File: src/rtl/core_mem_responder.sv
// Serialises core fetch/data requests onto one backing-memory port, data op first, stalling the core until both respond.
// Minimum stall is 2 cycles per op; ready/response waits add 1 cycle each, and mem_req_* hold steady under backpressure.
module core_mem_responder #(
  parameter int AWIDTH = 32,
  parameter int DWIDTH = 32
) (
  input  logic                clk,
  input  logic                reset_n,
  input  logic [AWIDTH-1:0]   icache_addr,
  input  logic                icache_re,
  output logic [DWIDTH-1:0]   icache_dout,
  input  logic [AWIDTH-1:0]   dcache_addr,
  input  logic                dcache_re,
  input  logic [DWIDTH/8-1:0] dcache_we,
  input  logic [DWIDTH-1:0]   dcache_din,
  output logic [DWIDTH-1:0]   dcache_dout,
  output logic                stall,
  output logic                mem_req_valid,
  input  logic                mem_req_ready,
  output logic [AWIDTH-1:0]   mem_req_addr,
  output logic [DWIDTH/8-1:0] mem_req_we,
  output logic [DWIDTH-1:0]   mem_req_data,
  input  logic                mem_resp_valid,
  input  logic [DWIDTH-1:0]   mem_resp_data,
  output logic [31:0]         perf_stall_cycles
);

  localparam int BW = DWIDTH / 8;

  typedef enum logic [2:0] {IDLE, D_REQ, D_RESP, I_REQ, I_RESP} state_t;

  state_t              state;
  logic [AWIDTH-3:0]   d_word;
  logic [AWIDTH-3:0]   i_word;
  logic [BW-1:0]       d_we;
  logic [DWIDTH-1:0]   d_din;
  logic                i_pend;
  logic                data_op;
  logic                unused_addr_bits;

  assign data_op = (dcache_we != '0) || dcache_re;
  // Memory is word addressed; the byte offset is carried by the write mask.
  assign unused_addr_bits = ^{icache_addr[1:0], dcache_addr[1:0]};

  always_ff @(posedge clk or negedge reset_n) begin
    if (!reset_n) begin
      state             <= IDLE;
      d_word            <= '0;
      i_word            <= '0;
      d_we              <= '0;
      d_din             <= '0;
      i_pend            <= 1'b0;
      icache_dout       <= '0;
      dcache_dout       <= '0;
      perf_stall_cycles <= '0;
    end else begin
      if (state != IDLE) perf_stall_cycles <= perf_stall_cycles + 32'd1;
      case (state)
        IDLE: begin
          d_word <= dcache_addr[AWIDTH-1:2];
          i_word <= icache_addr[AWIDTH-1:2];
          d_we   <= dcache_we;
          d_din  <= dcache_din;
          i_pend <= icache_re;
          if (data_op)        state <= D_REQ;
          else if (icache_re) state <= I_REQ;
        end
        D_REQ: if (mem_req_ready) state <= D_RESP;
        D_RESP: begin
          if (mem_resp_valid) begin
            if (d_we == '0) dcache_dout <= mem_resp_data;
            state <= i_pend ? I_REQ : IDLE;
          end
        end
        I_REQ: if (mem_req_ready) state <= I_RESP;
        I_RESP: begin
          if (mem_resp_valid) begin
            icache_dout <= mem_resp_data;
            state       <= IDLE;
          end
        end
        default: state <= IDLE;
      endcase
    end
  end

  // Everything below decodes registered state only, so core inputs never reach stall or mem_req_*.
  assign stall         = (state != IDLE);
  assign mem_req_valid = (state == D_REQ) || (state == I_REQ);
  assign mem_req_addr  = (state == I_REQ) ? {i_word, 2'b00} : {d_word, 2'b00};
  assign mem_req_we    = (state == D_REQ) ? d_we : '0;
  assign mem_req_data  = d_din;

endmodule

File: config.mk
export PLATFORM = sky130hd
export DESIGN_NAME = core_mem_responder
export DESIGN_NICKNAME = d
export VERILOG_FILES = /design/src/rtl/core_mem_responder.sv
export SDC_FILE = /design/constraint.sdc
export NUM_CORES = 1
export LEC_CHECK = 0
export ABC_CLOCK_PERIOD_IN_PS = 2950
export BUFFER_PORTS_ARGS = -buffer_cell sky130_fd_sc_hd__buf_2
export CAP_MARGIN = 20
export CORE_ASPECT_RATIO = 0.8
export CORE_MARGIN = 2
export CORE_UTILIZATION = 30
export CTS_BUF_LIST = sky130_fd_sc_hd__clkbuf_4
export DETAILED_ROUTE_END_ITERATION = 6
export REMOVE_ABC_BUFFERS = 1
export SYNTH_ARGS = -nofsm -noshare
export SYNTH_HDL_FRONTEND = slang
export SYNTH_SLANG_ARGS = --single-unit
File: constraint.sdc
create_clock -name clk -period 2.95 [get_ports clk]
set_input_delay 0.295 -clock clk [delete_from_list [all_inputs] [get_ports clk]]
set_output_delay 0.295 -clock clk [all_outputs]
set_load 0.02 [all_outputs]
## Yosys cells after proc, flatten, opt, wreduce, memory -nomap -nowiden

Index checks and enable logic that the tools add are counted.

- Input bits: 138
- Logic and storage cells: 38
- Bits in registers: 196
- Output and inout bits: 166

- Add/sub/neg operators: 1
- Muxes and demuxes: 10
- Reduce and logical (&&, ||, !) cells: 9
- Equality and inequality tests: 9

Operators by type and width:

| operator | count |
|---|---|
| adder 32 x 1 -> 32 bit, second input constant | 1 |
| 2-to-1 mux 32 bit | 1 |
| 2-to-1 mux 3 bit | 6 |
| case mux 3 bit (5 select lines) | 1 |
| inequality test 2 bit, second input constant | 4 |
| == test 3 x 2 -> 1 bit, second input constant | 2 |
| AND reduction 5 bit | 1 |
| zero test 4 bit | 1 |
| 2-to-1 mux 4 bit | 1 |
| nonzero test 4 bit | 1 |
| == test 3 x 1 -> 1 bit, second input constant | 1 |
| == test 3 bit, second input constant | 1 |
| zero test 3 bit | 1 |
| inequality test 3 bit, second input constant | 1 |
| AND reduction 3 bit | 1 |
| nonzero test 3 bit | 1 |
| logical OR 1 bit | 2 |
| 2-to-1 mux 2 bit | 1 |
| AND reduction 2 bit | 1 |

## Logic depth before layout (Yosys ltp)

- Depth after elaboration: 4
- Gate-level depth with buffers: 6
- Depth with buffers taken out: 5

## Worst setup path after synthesis

No wires, ideal clock.

- Path kind: reg-to-output
- Start: reg state[0]
- End: out mem_req_addr[10]
- Path slack: 1.184 ns
- Stages on the path, launching flop included: 6
- Data required time: 2.655 ns
- Arrival time: 1.471 ns
- Path through: dfrtp_1 buf_6 and2b_1 nand2_1 buf_2 mux2_2

- Cells in the longest elaborated chain, start to end: 2

RTL lines:

| item | line | text |
|---|---|---|
| start: declaration | 32 | `state_t state;` |
| start signal: assignment | 72 | `state <= i_pend ? I_REQ : IDLE;` |
| == test 3 x 2 -> 1 bit | 90 | `assign mem_req_addr = (state == I_REQ) ? {i_word, 2'b00} : {d_word, 2'b00};` |
| 2-to-1 mux 32 bit | 90 |  |
| end: declaration | 20 | `output logic [AWIDTH-1:0] mem_req_addr,` |

Every way passes these cells.

## Worst setup path in the final report

- Start: reg state[2]
- End: out mem_req_addr[8]

Same word-level chain as after synthesis.

==> summary.md <==
| Metric | Value |
|---|---|
| Largest net degree at the start of global routing | `78` |
| Crit start category | `register` |
| Die Footprint | `29300 um^2` |
| Multi-input gate area | `3210 um^2` |
| Worst-Margin Slew | `800 ps` |
| Core box area | `27400 um^2` |
| 1st-iter DRT viols | `256` |
| Clk Latency, worst-skew pair | `570 ps` |
| Worst path bufs/invs | `2` |
| CP top delay family | `flip-flops` |
| Ports | `304` |
| Share of layout cells above drive strength 1 | `38.4%` |
| Hold Path Depth | `5` |
| Clock tree buffer depth | `2` |
| WP data required | `2650 ps` |
| Hold_sp | `dcache_re` |
| Gate Count Post-Synth | `748` |
| DR WL/cell | `14.9 um` |
| Slew HR | `46.7%` |
| Final WL | `23100 um` |
| Nets | `1309` |
| Worst reg2reg path depth | `4` |
| Crit Path Class | `register to primary output` |
| # rows | `54` |
| Flop2flop setup slack | `850 ps` |
| First-pass detailed-route iteration total | `4` |
| Initial Util | `30.6%` |
| Maximum Capacitance Violations | `0` |
| Leakage power | `6.43 nW` |
| Grt total ovfl | `0` |
| Outcome | `complete, no violations` |
| Hold Slack | `156 ps` |
| Final setup fails | `0` |
| Netlist Area Pre-Place | `8370 um^2` |
| Max rail drop VDD | `582 uV` |
| CTS sink count | `196` |
| Synth cell types | `47` |
| Synth warnings | `0` |
| Sequential fraction of the synthesis area | `58.6%` |
| Number of antenna violations at the first check in global routing | `2` |
| H-tree Lvls | `4` |
| DP HPWL | `15200 um` |
| Total power | `11.3 mW` |
| Power density over the cells | `954 nW/um^2` |
| Die Y | `153 um` |
| Worst path cell trace | `and2b_1 -> nand2_1 -> buf_12 -> mux2_2 -> buf_2` |
| Vias | `6799` |
| CP max stage cell | `dfrtp_1` |
| Worst Hold Endpoint | `state[1]` |
| Register area | `4900 um^2` |
| EDFF count, synth | `0` |
| # DRC | `0` |
| CP arrival | `2420 ps` |
| Fin. max-slew vios | `0` |
| DR vias/cell | `4.39` |
| RR Endpoint | `perf_stall_cycles[22]` |
| Max incr delay on CP | `590 ps` |
| Vias in the first global route | `7279` |
| Final hold violation count | `0` |
| Final clock period utilization by the worst path | `92.0%` |
| #FFs+latches synth | `196` |
| R2R Path Start | `state[2]` |
| IO buf count | `297` |
| Fillers | `2618` |
| Worst hold path type | `primary input to register` |
| RSZ-0062 raised after global routing | `no` |
| ANT nets after route | `0` |
| Clock Tree Root | `clkbuf_4` |
| Worst-path fanout max | `30` |
| Syn_area_per_cell | `11.2 um^2` |
| Clk slew on worst S/H paths | `160 ps` |
| Max Fclk | `369 MHz` |
| TNS Setup | `0 ps` |
| Clk_skew | `22.3 ps` |
| Syn-to-layout area delta | `42.0%` |
| First-pass GRT wire length | `37400 um` |
| Setup Fix Bufs, Post-CTS | `0` |
| Die W | `191 um` |
| CTS tree | `built` |
| Critical Path End Type | `primary output` |
| Async SR Flop Fraction | `100%` |
| GPL Wtd Cong | `0.760` |
| Synth Flop Type | `dfrtp_1` |
| GRT Total Usage | `16.1%` |
| Post_cts resized | `0` |
| Cts bufs inserted | `17` |
| Post-route minimum period | `2710 ps` |
cell type report:
type | count | share of cell area [%]
diodes | 2 | 0.0421
clock buffers | 19 | 1.20
clock inverters | 13 | 1.65
inverters | 5 | 0.158
multi-input cells | 510 | 27.0
flip-flops and latches | 196 | 41.3
well taps | 364 | 3.83
repair buffers | 440 | 24.8
what timing repair did:
| item | CTS | global route |
|---|---|---|
| hold endpoints to repair | 228 | 0 |
| hold buffers | 132 | 0 |
| endpoints found under the setup margin | 0 | 0 |
worst max-delay path by stage:
stage | depth (start not counted) | from | endpoint | slack (ps)
after global routing | 5 | state[2] | mem_req_addr[8] | 60
after CTS | 5 | state[2] | mem_req_addr[13] | 140
after global placement | 5 | state[2] | mem_req_addr[13] | 860
after floorplan | 4 | state[2] | perf_stall_cycles[3] | -1240
after detailed placement | 5 | state[2] | mem_req_addr[13] | 850
final | 5 | state[2] | mem_req_addr[8] | 240
cell usage in the layout (no fill, tap or decap), drive strengths merged, types with 2 or more instances in the layout:
cell / synthesis / layout
inv: 5 / 9
clkbuf: 11 / 20
and3: 9 / 9
bufinv: 0 / 4
diode: 0 / 2
clkinv: 0 / 2
nor3: 8 / 8
nand4: 8 / 8
nand3: 10 / 10
xor2: 17 / 17
xnor2: 14 / 14
nor4: 5 / 5
a21oi: 2 / 2
and4: 6 / 6
mux2: 94 / 94
conb: 1 / 2
nand2: 310 / 310
dfrtp: 196 / 196
nor4b: 2 / 2
clkinvlp: 0 / 3
buf: 27 / 307
nor2: 11 / 11
dlygate4sd3: 0 / 132
through the flow:
step	cells	cell area [um^2]	worst slack, ps	util [%]
6_report	1549	11900	237	43.4
4_1_cts	1547	11900	139	43.4
5_1_grt	1549	11900	60.1	43.4
3_5_place_dp	1383	10200	846	37.3
2_1_floorplan	711	8140	-1240	-
3_3_place_gp	1383	10200	862	37.3
tightest hold or removal path, stage by stage:
cell,delay [ps]
buf_2,70
or4_1,150
nor2_1,60
nand3_1,70
a21oi_1,60
registers in the layout (all words and copies together), names as in the netlist:
signal / cells
icache_dout: 32
d_word: 30
state: 3
d_we: 4
i_word: 30
i_pend: 1
mem_req_data: 32
dcache_dout: 32
perf_stall_cycles: 32
cells by family after synthesis:
group / synth area share, %
AO/OA/AOI/OAI: 0.688
XOR/XNOR: 3.24
adder cells (fa/ha/maj): 0.149
buffers and inverters: 3.05
flip-flops: 58.6
multiplexers: 14.0
other: 0.0448
AND/OR/NAND/NOR: 20.2
where the power goes:
part | total (mW) | leakage (nW) | switching (mW) | internal, mW
clock network | 1.69 | 0.174 | 0.980 | 0.709
logic | 5.24 | 3.77 | 3.19 | 2.04
registers | 4.41 | 2.49 | 0.646 | 3.77
total | 11.3 | 6.43 | 4.82 | 6.52
metal layers:
layer,up-vias,global-route usage (%),share of wire [%]
li1,3265,-,-
met1,3295,19.3,42
met2,225,28.0,49
met3,14,4.94,7.0
met4,0,4.06,1.2
met5,-,0,0
cell usage after synthesis, types with 3 or more instances:
| cell type | n | area, um^2 |
|---|---|---|
| and3_1 | 8 | 50.1 |
| and4_1 | 6 | 52.6 |
| buf_2 | 14 | 70.1 |
| buf_4 | 6 | 45.0 |
| buf_6 | 7 | 78.8 |
| clkbuf_1 | 10 | 37.5 |
| dfrtp_1 | 196 | 4900 |
| inv_1 | 3 | 11.3 |
| mux2_2 | 63 | 709 |
| mux2_4 | 30 | 450 |
| nand2_1 | 308 | 1160 |
| nand3_1 | 9 | 45.0 |
| nand4_1 | 5 | 31.3 |
| nor2_1 | 11 | 41.3 |
| nor3_2 | 5 | 50.1 |
| nor4_4 | 3 | 63.8 |
| xnor2_1 | 14 | 123 |
| xor2_1 | 17 | 149 |
No activity file was read; power rests on OpenSTA's default activity.
